--- src/rtl/cpu_ctrl_pkg.sv ---
// Shared definitions for the multi-cycle sequencing controller: state encoding,
// opcode values and datapath select encodings.
package cpu_ctrl_pkg;

   typedef enum logic [3:0] {
      IDLE     = 4'd0,
      FETCH    = 4'd1,
      DECODE   = 4'd2,
      MEM_ADDR = 4'd3,
      MEM_RD   = 4'd4,
      MEM_WB   = 4'd5,
      MEM_WR   = 4'd6,
      EXEC_R   = 4'd7,
      ALU_WB   = 4'd8,
      ADDI_EX  = 4'd9,
      ADDI_WB  = 4'd10,
      BRANCH   = 4'd11,
      JUMP     = 4'd12,
      TRAP     = 4'd13
   } state_e;

   localparam logic [5:0] OP_RTYPE = 6'h00;
   localparam logic [5:0] OP_LW    = 6'h23;
   localparam logic [5:0] OP_SW    = 6'h2B;
   localparam logic [5:0] OP_BEQ   = 6'h04;
   localparam logic [5:0] OP_J     = 6'h02;
   localparam logic [5:0] OP_ADDI  = 6'h08;

   localparam logic [1:0] ALU_ADD   = 2'b00;
   localparam logic [1:0] ALU_SUB   = 2'b01;
   localparam logic [1:0] ALU_FUNCT = 2'b10;

   localparam logic [1:0] SRCB_REG     = 2'b00;
   localparam logic [1:0] SRCB_FOUR    = 2'b01;
   localparam logic [1:0] SRCB_IMM     = 2'b10;
   localparam logic [1:0] SRCB_IMM_SH2 = 2'b11;

   localparam logic [1:0] PC_SRC_ALU    = 2'b00;
   localparam logic [1:0] PC_SRC_ALUOUT = 2'b01;
   localparam logic [1:0] PC_SRC_JUMP   = 2'b10;

   // Unrecognised opcodes land in TRAP, which is absorbing until reset.
   function automatic state_e decode_next(input logic [5:0] op);
      state_e s;
      case (op)
         OP_RTYPE:     s = EXEC_R;
         OP_LW, OP_SW: s = MEM_ADDR;
         OP_ADDI:      s = ADDI_EX;
         OP_BEQ:       s = BRANCH;
         OP_J:         s = JUMP;
         default:      s = TRAP;
      endcase
      return s;
   endfunction

endpackage

--- src/rtl/multicycle_ctrl_if.sv ---
// Controller <-> datapath/memory bundle: instruction opcode, memory handshake
// and every datapath control the sequencer drives.
interface multicycle_ctrl_if;
   logic [5:0] opcode;
   logic       mem_ready;
   logic       pc_write;
   logic       pc_write_cond;
   logic       iord;
   logic       mem_read;
   logic       mem_write;
   logic       ir_write;
   logic       reg_dst;
   logic       mem_to_reg;
   logic       reg_write;
   logic       alu_src_a;
   logic [1:0] alu_src_b;
   logic [1:0] alu_op;
   logic [1:0] pc_source;

   modport master (
      input  opcode, mem_ready,
      output pc_write, pc_write_cond, iord, mem_read, mem_write, ir_write,
             reg_dst, mem_to_reg, reg_write, alu_src_a, alu_src_b, alu_op, pc_source
   );

   modport slave (
      output opcode, mem_ready,
      input  pc_write, pc_write_cond, iord, mem_read, mem_write, ir_write,
             reg_dst, mem_to_reg, reg_write, alu_src_a, alu_src_b, alu_op, pc_source
   );
endinterface

--- src/rtl/multicycle_ctrl.sv ---
// Moore sequencer stepping each instruction through fetch/decode/execute/memory/
// write-back, with a variable-latency memory handshake and a retired counter.
module multicycle_ctrl
   import cpu_ctrl_pkg::*;
#(
   parameter int COUNT_W = 32
) (
   input  logic               clk,
   input  logic               rst,
   multicycle_ctrl_if.master  bus,
   output logic               instr_done,
   output logic               halted,
   output logic [COUNT_W-1:0] instr_count
);

   localparam logic [COUNT_W-1:0] CNT_ONE = {{(COUNT_W-1){1'b0}}, 1'b1};

   state_e             r_state;
   state_e             w_next_state;
   logic [COUNT_W-1:0] r_count;

   // State register.
   always_ff @(posedge clk) begin
      if (rst) begin
         r_state <= IDLE;
      end else begin
         r_state <= w_next_state;
      end
   end

   // Next state and state-decoded controls; mem_ready only qualifies the memory states.
   always_comb begin
      w_next_state      = r_state;
      bus.pc_write      = 1'b0;
      bus.pc_write_cond = 1'b0;
      bus.iord          = 1'b0;
      bus.mem_read      = 1'b0;
      bus.mem_write     = 1'b0;
      bus.ir_write      = 1'b0;
      bus.reg_dst       = 1'b0;
      bus.mem_to_reg    = 1'b0;
      bus.reg_write     = 1'b0;
      bus.alu_src_a     = 1'b0;
      bus.alu_src_b     = SRCB_REG;
      bus.alu_op        = ALU_ADD;
      bus.pc_source     = PC_SRC_ALU;
      instr_done        = 1'b0;
      halted            = 1'b0;
      case (r_state)
         IDLE: begin
            w_next_state = FETCH;
         end
         FETCH: begin
            bus.mem_read  = 1'b1;
            bus.alu_src_b = SRCB_FOUR;
            bus.ir_write  = bus.mem_ready;
            bus.pc_write  = bus.mem_ready;
            if (bus.mem_ready) begin
               w_next_state = DECODE;
            end else begin
               w_next_state = FETCH;
            end
         end
         DECODE: begin
            bus.alu_src_b = SRCB_IMM_SH2;
            w_next_state  = decode_next(bus.opcode);
         end
         MEM_ADDR: begin
            bus.alu_src_a = 1'b1;
            bus.alu_src_b = SRCB_IMM;
            if (bus.opcode == OP_SW) begin
               w_next_state = MEM_WR;
            end else begin
               w_next_state = MEM_RD;
            end
         end
         MEM_RD: begin
            bus.mem_read = 1'b1;
            bus.iord     = 1'b1;
            if (bus.mem_ready) begin
               w_next_state = MEM_WB;
            end else begin
               w_next_state = MEM_RD;
            end
         end
         MEM_WB: begin
            bus.reg_write  = 1'b1;
            bus.mem_to_reg = 1'b1;
            instr_done     = 1'b1;
            w_next_state   = FETCH;
         end
         MEM_WR: begin
            bus.mem_write = 1'b1;
            bus.iord      = 1'b1;
            instr_done    = bus.mem_ready;
            if (bus.mem_ready) begin
               w_next_state = FETCH;
            end else begin
               w_next_state = MEM_WR;
            end
         end
         EXEC_R: begin
            bus.alu_src_a = 1'b1;
            bus.alu_op    = ALU_FUNCT;
            w_next_state  = ALU_WB;
         end
         ALU_WB: begin
            bus.reg_write = 1'b1;
            bus.reg_dst   = 1'b1;
            instr_done    = 1'b1;
            w_next_state  = FETCH;
         end
         ADDI_EX: begin
            bus.alu_src_a = 1'b1;
            bus.alu_src_b = SRCB_IMM;
            w_next_state  = ADDI_WB;
         end
         ADDI_WB: begin
            bus.reg_write = 1'b1;
            instr_done    = 1'b1;
            w_next_state  = FETCH;
         end
         BRANCH: begin
            bus.alu_src_a     = 1'b1;
            bus.alu_op        = ALU_SUB;
            bus.pc_write_cond = 1'b1;
            bus.pc_source     = PC_SRC_ALUOUT;
            instr_done        = 1'b1;
            w_next_state      = FETCH;
         end
         JUMP: begin
            bus.pc_write  = 1'b1;
            bus.pc_source = PC_SRC_JUMP;
            instr_done    = 1'b1;
            w_next_state  = FETCH;
         end
         TRAP: begin
            halted       = 1'b1;
            w_next_state = TRAP;
         end
         default: begin
            w_next_state = IDLE;
         end
      endcase
   end

   // Retired-instruction counter; wraps silently.
   always_ff @(posedge clk) begin
      if (rst) begin
         r_count <= '0;
      end else if (instr_done) begin
         r_count <= r_count + CNT_ONE;
      end else begin
         r_count <= r_count;
      end
   end

   assign instr_count = r_count;

endmodule

--- src/flat_wrapper.sv ---
// flat-port wrapper written by rule: the top's interface ports become plain ports
module multicycle_ctrl_flat import cpu_ctrl_pkg::*;
#(
   parameter int COUNT_W = 32
)
  (clk, rst, instr_done, halted, instr_count, bus_opcode, bus_mem_ready, bus_pc_write, bus_pc_write_cond, bus_iord, bus_mem_read, bus_mem_write, bus_ir_write, bus_reg_dst, bus_mem_to_reg, bus_reg_write, bus_alu_src_a, bus_alu_src_b, bus_alu_op, bus_pc_source);
  multicycle_ctrl_if bus_i ();
  input  logic clk;
  input  logic rst;
  output logic instr_done;
  output logic halted;
  output logic [COUNT_W-1:0] instr_count;
  input wire logic [$bits(bus_i.opcode)-1:0] bus_opcode;
  input wire logic [$bits(bus_i.mem_ready)-1:0] bus_mem_ready;
  output wire logic [$bits(bus_i.pc_write)-1:0] bus_pc_write;
  output wire logic [$bits(bus_i.pc_write_cond)-1:0] bus_pc_write_cond;
  output wire logic [$bits(bus_i.iord)-1:0] bus_iord;
  output wire logic [$bits(bus_i.mem_read)-1:0] bus_mem_read;
  output wire logic [$bits(bus_i.mem_write)-1:0] bus_mem_write;
  output wire logic [$bits(bus_i.ir_write)-1:0] bus_ir_write;
  output wire logic [$bits(bus_i.reg_dst)-1:0] bus_reg_dst;
  output wire logic [$bits(bus_i.mem_to_reg)-1:0] bus_mem_to_reg;
  output wire logic [$bits(bus_i.reg_write)-1:0] bus_reg_write;
  output wire logic [$bits(bus_i.alu_src_a)-1:0] bus_alu_src_a;
  output wire logic [$bits(bus_i.alu_src_b)-1:0] bus_alu_src_b;
  output wire logic [$bits(bus_i.alu_op)-1:0] bus_alu_op;
  output wire logic [$bits(bus_i.pc_source)-1:0] bus_pc_source;
  assign bus_i.opcode = bus_opcode;
  assign bus_i.mem_ready = bus_mem_ready;
  assign bus_pc_write = bus_i.pc_write;
  assign bus_pc_write_cond = bus_i.pc_write_cond;
  assign bus_iord = bus_i.iord;
  assign bus_mem_read = bus_i.mem_read;
  assign bus_mem_write = bus_i.mem_write;
  assign bus_ir_write = bus_i.ir_write;
  assign bus_reg_dst = bus_i.reg_dst;
  assign bus_mem_to_reg = bus_i.mem_to_reg;
  assign bus_reg_write = bus_i.reg_write;
  assign bus_alu_src_a = bus_i.alu_src_a;
  assign bus_alu_src_b = bus_i.alu_src_b;
  assign bus_alu_op = bus_i.alu_op;
  assign bus_pc_source = bus_i.pc_source;
  multicycle_ctrl #(.COUNT_W(COUNT_W)) u_core (.clk(clk), .rst(rst), .bus(bus_i), .instr_done(instr_done), .halted(halted), .instr_count(instr_count));
endmodule
--- config.mk ---
export PLATFORM = sky130hd
export DESIGN_NAME = multicycle_ctrl_flat
export DESIGN_NICKNAME = d
export VERILOG_FILES = /design/src/rtl/cpu_ctrl_pkg.sv /design/src/rtl/multicycle_ctrl_if.sv /design/src/rtl/multicycle_ctrl.sv /design/src/flat_wrapper.sv
export SDC_FILE = /design/constraint.sdc
export NUM_CORES = 1
export LEC_CHECK = 0
export BUFFER_PORTS_ARGS = -buffer_cell sky130_fd_sc_hd__buf_2
export CAP_MARGIN = 25
export CORE_MARGIN = 2
export CORE_UTILIZATION = 26
export CTS_CLUSTER_SIZE = 28
export DETAILED_ROUTE_END_ITERATION = 8
export PLACE_DENSITY_LB_ADDON = 0.08
export SLEW_MARGIN = 20
export SYNTH_ARGS = -nofsm -noshare
export SYNTH_HDL_FRONTEND = slang
export SYNTH_SLANG_ARGS = --single-unit
--- constraint.sdc ---
create_clock -name clk -period 3 [get_ports clk]
set_input_delay 0.45 -clock clk [delete_from_list [all_inputs] [get_ports clk]]
set_output_delay 0.45 -clock clk [all_outputs]
set_load 0.05 [all_outputs]
## Word level (Yosys, flattened, before mapping)

Index checks and enable logic that the tools add are counted.

| word-level totals | value |
|---|---|
| flip-flop bits (word level) | 36 |
| input port bits | 9 |
| output and inout bits | 50 |
| word-level logic and storage cells | 52 |

| cells by class | value |
|---|---|
| $add $sub $neg | 1 |
| equality and inequality tests | 18 |
| muxes and demuxes | 21 |
| reductions and logical operators | 10 |

Operators with widths:

| kind | number |
|---|---|
| 4-bit case mux with 9 select lines | 1 |
| 32-bit by 1-bit adder with 32-bit output, second input constant | 1 |
| 4-bit equality test, second input constant | 6 |
| 4-bit case mux with 5 select lines | 1 |
| 4-bit by 3-bit equality test with 1-bit output, second input constant | 4 |
| 6-bit equality test, second input constant | 2 |
| 1-bit 2-to-1 mux | 11 |
| 4-bit by 2-bit equality test with 1-bit output, second input constant | 2 |
| 2-bit case mux with 2 select lines | 2 |
| 2-bit OR reduction | 4 |
| 6-bit by 2-bit equality test with 1-bit output, second input constant | 1 |
| 6-bit by 3-bit equality test with 1-bit output, second input constant | 1 |
| 6-bit by 4-bit equality test with 1-bit output, second input constant | 1 |
| 6-bit logical NOT | 1 |
| 2-bit case mux with 3 select lines | 1 |
| 6-bit OR reduction | 1 |
| 5-bit OR reduction | 1 |
| 4-bit by 1-bit equality test with 1-bit output, second input constant | 1 |
| 4-bit logical NOT | 1 |
| 2-bit 2-to-1 mux | 2 |
| 1-bit case mux with 2 select lines | 2 |
| 4-bit OR reduction | 1 |
| 3-bit 2-to-1 mux | 1 |
| 3-bit OR reduction | 1 |

## Logic depth before layout (Yosys ltp)

Gate-level depths: netlist of run 1.

| logic depth | value |
|---|---|
| word-level depth | 4 |
| gate-level depth with buffers | 8 |
| depth with buffers taken out | 6 |

## Least setup slack after synthesis of run 1

Ideal clock, no wire load.

| timing | value |
|---|---|
| kind | register to output |
| start | register u_core.r_state[0] |
| end | output bus_pc_write |
| arrival | 3.040 ns |
| required time | 2.550 ns |
| setup slack | -0.490 ns |
| cell stages (with the launch flop) | 5 |
| buffers on the path | 1 |
| cells stage by stage | dfxtp_1 clkbuf_1 nand2_1 nor4b_1 or2_2 |

| on the way | value |
|---|---|
| cells in the longest elaborated chain, start to end | 2 |
| elaborated cells between the ends (all ways) | 3 |
| those cells by class | eq/ne (2); mux (1) |

RTL lines:

| element | RTL line | RTL |
|---|---|---|
| from (decl) | multicycle_ctrl.sv:18 | `state_e r_state;` |
| from (signal assigned) | multicycle_ctrl.sv:27 | `r_state <= w_next_state;` |
| 4-bit equality test or 4-bit by 1-bit equality test with 1-bit output (tied branches) | multicycle_ctrl.sv:49 | `case (r_state)` |
| 1-bit case mux with 2 select lines * | multicycle_ctrl.sv:49 |  |
| to (decl) | flat_wrapper.sv:15 | `output wire logic [$bits(bus_i.pc_write)-1:0] bus_pc_write;` |

Every way passes the cells marked *; elsewhere a longest branch is shown, timed or not.

## Final worst setup path of run 1

| timing | value |
|---|---|
| start | register u_core.r_state[3] |
| end | output instr_done |

| on the way | value |
|---|---|
| cells in the longest elaborated chain, start to end | 3 |
| elaborated cells between the ends (all ways) | 8 |
| those cells by class | eq/ne (6); mux (1); reduce/logical (1) |

RTL lines:

| element | RTL line | RTL |
|---|---|---|
| 4-bit by 3-bit equality test with 1-bit output or 4-bit equality test (tied branches) | multicycle_ctrl.sv:49 |  |
| 5-bit OR reduction (no source line) | - |  |
| 1-bit case mux with 2 select lines * | multicycle_ctrl.sv:49 |  |
| to (decl) | flat_wrapper.sv:10 | `output logic instr_done;` |

Marked as above.

==> impl_metrics.csv, run 1 <==
group,metric,value,unit
clock_tree,cts-buffers-inserted,5,
clock_tree,cts_tree,"yes",
worst_setup_path,cp_cell_sequence,"nand2b_4 > and3_1 > nor2_1 > buf_2",
logic_synthesis,synth_area_per_cell,8.08,µm²
worst_setup_path,reg2reg_depth,5,
clock_tree,cts_sinks,36,
sta,slew_violations,0,
global_routing,grt_usage,12.7,%
sta,hold_slack,0.490,ns
floorplanning,die_h,93.9,µm
clock_tree,postCtsHoldBufs,0,
worst_setup_path,cpLargestDelayFamily,"flip-flops",
sta,rsz0062_at_grt,"no",
logic_synthesis,ys_warn_count,0,
worst_setup_path,cp.required,2.55,ns
worst_setup_path,path_depth,4,
floorplanning,rows,32,
logic_synthesis,yosys.cell_count.top_type,"dfxtp_1",
detailed_routing,via_per_inst,4.88,
detailed_routing,routed-via-count,2021,
logic_synthesis,synth.top_cells.by_area,"dfxtp_1, xnor2_1, nor2_1",
worst_setup_path,r2r_start,"u_core.r_state[3]",
detailed_routing,dr.pass1.iters,4,
sta,tightest_slew,0.745,ns
sta,hold_viol_final,0,
worst_setup_path,worstSetupStartpoint,"u_core.r_state[3]",
detailed_routing,drt-wirelength-per-cell,13.1,µm
floorplanning,die-area,8820,µm²
sta,fmax,401,MHz
floorplanning,die_width,93.9,µm
worst_setup_path,crit_arrival,2.04,ns
worst_setup_path,ff2ff_setup_slack,0.68,ns
worst_setup_path,crit_slowest_cell,"dfxtp_1",
sta,tns,0,ns
final_layout,antennaDiodeCount,0,
global_routing,grt_pass1_vias,1828,
clock_tree,worstSkewPairLatency,0.28,ns
pwr,fin_total_pwr,1010,µW
logic_synthesis,synth_fp_nets,270,
worst_setup_path,path_buf_inv,1,
clock_tree,post-cts-setup-buffers,0,
clock_tree,cts.htree.levels,2,
logic_synthesis,synth-main-ff-cell,"dfxtp_1",
logic_synthesis,synth_commonest_cells,"dfxtp_1, nor2_1, a21oi_1, xnor2_1, nand2_1",
logic_synthesis,synth_edf_count,0,
worst_setup_path,end_kind,"primary output",
sta,period_minus_slack,2.49,ns
final_layout,layout-drive-gt1-share,28.2,%
clock_tree,cts_resized,0,
detailed_routing,routed_wl,5430,µm
run,max_cap_violations,0,
global_routing,overflow,0,
logic_synthesis,async_flop_share,0,%
sta,slew_headroom,50.3,%
logic_synthesis,yosys.area.top_type,"dfxtp_1",
run_status,run_status,"finished clean",
detailed_routing,route.detailed.drc,0,
pwr,p_leak,0.000973,µW
worst_setup_path,critPathCapture,"instr_done",
clock_tree,root_buffer,"clkbuf_8",
worst_setup_path,reg2reg_to,"u_core.instr_count[30]",
worst_setup_path,start_kind,"flip-flop",
sta,finClkSkew,0.00696,ns
final_layout,nNetsFinal,321,
final_layout,fillers,871,
worst_setup_path,crit_fanout,20,
placement,globalplace.congestion,0.761,
detailed_routing,ant_nets,0,
sta,finalCritPeriodShare,83.0,%
logic_synthesis,ys_types,54,
pwr,power.density,400,nW/µm²
worst_setup_path,path_class,"reg -> out",
floorplanning,coreArea,7770,µm²
placement,dpl.hpwl,3890,µm
clock_tree,clock_path_buffers,2,
final_layout,area.growth.synth_to_final,20.6,%
placement,numPortBuffers,58,
logic_synthesis,synth_seq_cells,36,
logic_synthesis,synth_cells,260,
worst_setup_path,slowest_delay,0.81,ns
global_routing,antenna_found_initial,0,
global_routing,grt_max_degree,39,
sta,setup_viol,0,
clock_tree,clkTransAtPathRegs,0.07,ns
floorplanning,io_pins,59,
floorplanning,initial_core_util,27.0,%
pwr,ir_worst_vdd,0.000172,V
global_routing,grt_pass1_wl,8910,µm
logic_synthesis,synthesis.area,2100,µm²
logic_synthesis,synth_top_area_share,34.3,%
min_path,hp-class,"reg -> reg",
detailed_routing,drt_iter0_markers,50,
logic_synthesis,synth_seq_area_share,34.3,%
[registers in the layout (all words and copies together) (netlist names)]
signal,flops
u_core.r_state,4
u_core.instr_count,32
[report_power, final]
part	switching [µW]	internal, µW
Combinational	119	47.0
Sequential	12.2	483
Clock	165	187
[worst min path at each step]
stage | startpoint | to | cells after the start
2_1_floorplan | u_core.r_state[2] | u_core.r_state[1] | 4
3_3_place_gp | u_core.instr_count[31] | u_core.instr_count[31] | 2
3_5_place_dp | u_core.instr_count[31] | u_core.instr_count[31] | 2
4_1_cts | u_core.instr_count[31] | u_core.instr_count[31] | 2
5_1_grt | u_core.instr_count[30] | u_core.instr_count[30] | 2
6_report | u_core.instr_count[31] | u_core.instr_count[31] | 2
[cells by family (layout without fill, tap and decap cells)]
group	after synthesis	count (layout)	share of synthesized area, %
xor+xnor	20	20	8.34
buf+inv	22	74	6.01
flops	36	36	34.3
fa+ha+maj	1	1	0.595
compound gates	47	47	13.1
simple gates	133	133	37.1
mux	1	1	0.536
[layout make-up]
| class | instances | area [µm²] | share of cell area, % |
|---|---|---|---|
| Clock buffer | 8 | 90.1 | 3.56 |
| Inverter | 4 | 15.0 | 0.593 |
| Multi-Input combinational cell | 202 | 1260 | 49.7 |
| Sequential cell | 36 | 721 | 28.4 |
| Tap cell | 102 | 128 | 5.04 |
| Timing Repair Buffer | 62 | 320 | 12.6 |
[metal layers]
metal / track usage, % / vias up / routed length, µm
met4: 3.62 / 0 / 48
met3: 3.13 / 5 / 285
met2: 19.0 / 43 / 2300
met1: 17.9 / 932 / 2800
met5: 0 / - / 0
li1: - / 1041 / -
[through the flow]
stage,worst slack (ns),area [µm²],util [%],instances
after detailed placement,0.695,2440,31.5,406
final,0.509,2530,32.6,414
after global routing,0.356,2530,32.6,414
after CTS,0.505,2530,32.6,414
after global placement,0.766,2440,31.5,406
after floorplan,0.287,2110,-,260
[cells in the final DEF, fill, tap and decap left out, types with 6 or more instances in the layout]
| cell type | n |
|---|---|
| a21oi_1 | 18 |
| buf_2 | 58 |
| clkbuf_8 | 6 |
| dfxtp_1 | 36 |
| nand2_1 | 16 |
| nand3_1 | 14 |
| nand4_1 | 8 |
| nor2_1 | 32 |
| nor3_1 | 9 |
| nor4_1 | 11 |
| o21ai_0 | 15 |
| or3_1 | 9 |
| xnor2_1 | 18 |
[worst min-delay path, cell delays in order, from the launching register on]
cell	delay, ns
dfxtp_1	0.32
o21ai_0	0.07
a21oi_1	0.06
No activity file was read; power rests on OpenSTA's default activity.
==> run 2: changes to the inputs <==
==> constraint.sdc (replaced) <==
create_clock -name clk -period 2.4 [get_ports clk]
set_input_delay 0.36 -clock clk [delete_from_list [all_inputs] [get_ports clk]]
set_output_delay 0.36 -clock clk [all_outputs]
set_load 0.05 [all_outputs]
==> impl_metrics.csv, run 2 (synthesized netlist as in run 1, its figures left out) <==
group,metric,value,unit
min_path,hold_depth,4,
placement,dp.cells,413,
clock_tree,cts.htree.levels,2,
detailed_routing,routed-via-count,2043,
worst_setup_path,reg2reg_to,"u_core.instr_count[31]",
placement,dpl.hpwl,4090,µm
clock_tree,postCtsHoldBufs,0,
worst_setup_path,cp.required,2.04,ns
global_routing,antenna_found_initial,0,
run_status,run_status,"finished clean",
floorplanning,rows,32,
clock_tree,cts-buffers-inserted,5,
final_layout,fin_area,2630,µm²
worst_setup_path,path_class,"reg -> out",
global_routing,grt_pass1_vias,1834,
detailed_routing,drt_iter0_markers,67,
final_layout,antennaDiodeCount,0,
sta,slew_headroom,63.2,%
global_routing,overflow,0,
clock_tree,root_buffer,"clkbuf_8",
worst_setup_path,start_kind,"flip-flop",
final_layout,nNetsFinal,329,
sta,finalCritPeriodShare,93.4,%
final_layout,area.growth.synth_to_final,25.1,%
floorplanning,initial_core_util,27.0,%
worst_setup_path,r2r_start,"u_core.instr_count[5]",
global_routing,grt_max_degree,26,
pwr,p_sw,398,µW
min_path,worstHoldStart,"bus_opcode[4]",
sta,hold_slack,0.444,ns
sta,fmax,446,MHz
floorplanning,die_width,93.9,µm
sta,rsz0062_at_grt,"no",
pwr,p_clk_share,39.1,%
pwr,p_int,977,µW
min_path,hold_path_end,"u_core.r_state[1]",
sta,hold_viol_final,0,
clock_tree,worstSkewPairLatency,0.29,ns
pwr,power.density,523,nW/µm²
worst_setup_path,crit_arrival,1.88,ns
detailed_routing,dr.pass1.iters,4,
run,max_cap_violations,0,
min_path,hp-class,"in -> reg",
worst_setup_path,ff2ff_setup_slack,0.41,ns
clock_tree,cts_tree,"yes",
placement,globalplace.congestion,0.763,
detailed_routing,drt-wirelength-per-cell,13.2,µm
detailed_routing,route.detailed.drc,0,
pwr,p_leak,0.00103,µW
floorplanning,die_h,93.9,µm
detailed_routing,via_per_inst,4.84,
pwr,combinationalPowerShare,15.9,%
worst_setup_path,reg2reg_depth,5,
pwr,switching_share,29.0,%
pwr,seqPwrFrac,45.0,%
floorplanning,io_pins,59,
clock_tree,cts_sinks,36,
sta,tns,0,ns
global_routing,grt_pass1_wl,9050,µm
pwr,fin_total_pwr,1380,µW
final_layout,final_common_cell,"buf_2",
sta,slew_violations,0,
worst_setup_path,crit_fanout,15,
sta,period_minus_slack,2.24,ns
sta,finClkSkew,0.00837,ns
worst_setup_path,end_kind,"primary output",
sta,setup_viol,0,
final_layout,layout-drive-gt1-share,31.3,%
final_layout,final_cells,422,
sta,tightest_slew,0.552,ns
placement,numPortBuffers,58,
clock_tree,clkTransAtPathRegs,0.07,ns
final_layout,largest_register_ffs,32,
detailed_routing,routed_wl,5570,µm
global_routing,grt_usage,12.9,%
floorplanning,die-area,8820,µm²
final_layout,final_cell_mix,"buf_2, dfxtp_1, nor2_1",
floorplanning,coreArea,7770,µm²
clock_tree,clock_path_buffers,2,
placement,dpl-instance-area,2510,µm²
detailed_routing,ant_nets,0,
pwr,ir_worst_vdd,0.000198,V
-- run 2: worst max-delay path by stage --
stage	from	to	depth (start not counted)
2_1_floorplan	u_core.r_state[1]	bus_pc_write	3
3_3_place_gp	u_core.instr_count[0]	u_core.instr_count[26]	6
3_5_place_dp	u_core.instr_count[0]	u_core.instr_count[24]	6
4_1_cts	u_core.r_state[0]	bus_pc_write	5
5_1_grt	u_core.r_state[1]	instr_done	3
6_report	u_core.r_state[1]	bus_pc_write	5
-- run 2: area by class of cell --
class / instances / area [µm²]
clock buffers: 5 / 68.8
clock inverters: 3 / 42.5
fillers: 869 / 5140
inverters: 4 / 15.0
multi-input cells: 202 / 1270
flip-flops and latches: 36 / 722
well taps: 102 / 128
repair buffers: 70 / 380
-- run 2: power by group through the flow --
stage	Combinational, µW	Clock (µW)	Sequential [µW]
floorplan	163	0	633
global placement	222	0	632
detailed placement	221	0	632
CTS	221	559	618
global route	239	579	620
finish	219	538	619
-- run 2: critical path: stages (launching register included) --
cell and delay [ns]:
dfxtp_1 0.67, inv_1 0.12, nand2_1 0.24, nor4b_4 0.08
or2_2 0.27, buf_2 0.21
-- run 2: per-stage QoR --
step | util, % | setup WS [ns]
3_5_place_dp | 32.3 | 0.202
6_report | 33.8 | 0.158
5_1_grt | 33.8 | 0.0243
4_1_cts | 33.7 | 0.112
3_3_place_gp | 32.3 | 0.137
2_1_floorplan | - | -0.0731
-- run 2: routing by layer --
metal	vias up	track usage, %	wire, µm
met1	929	17.9	2840
li1	1059	-	-
met2	47	19.6	2330
met3	8	3.37	321
met4	0	3.99	70
met5	-	0	0
-- run 2: timing repair --
action,4_1_cts,5_1_grt
buffers inserted,0,1
gates resized for setup,0,1
endpoints found under the setup margin,0,7
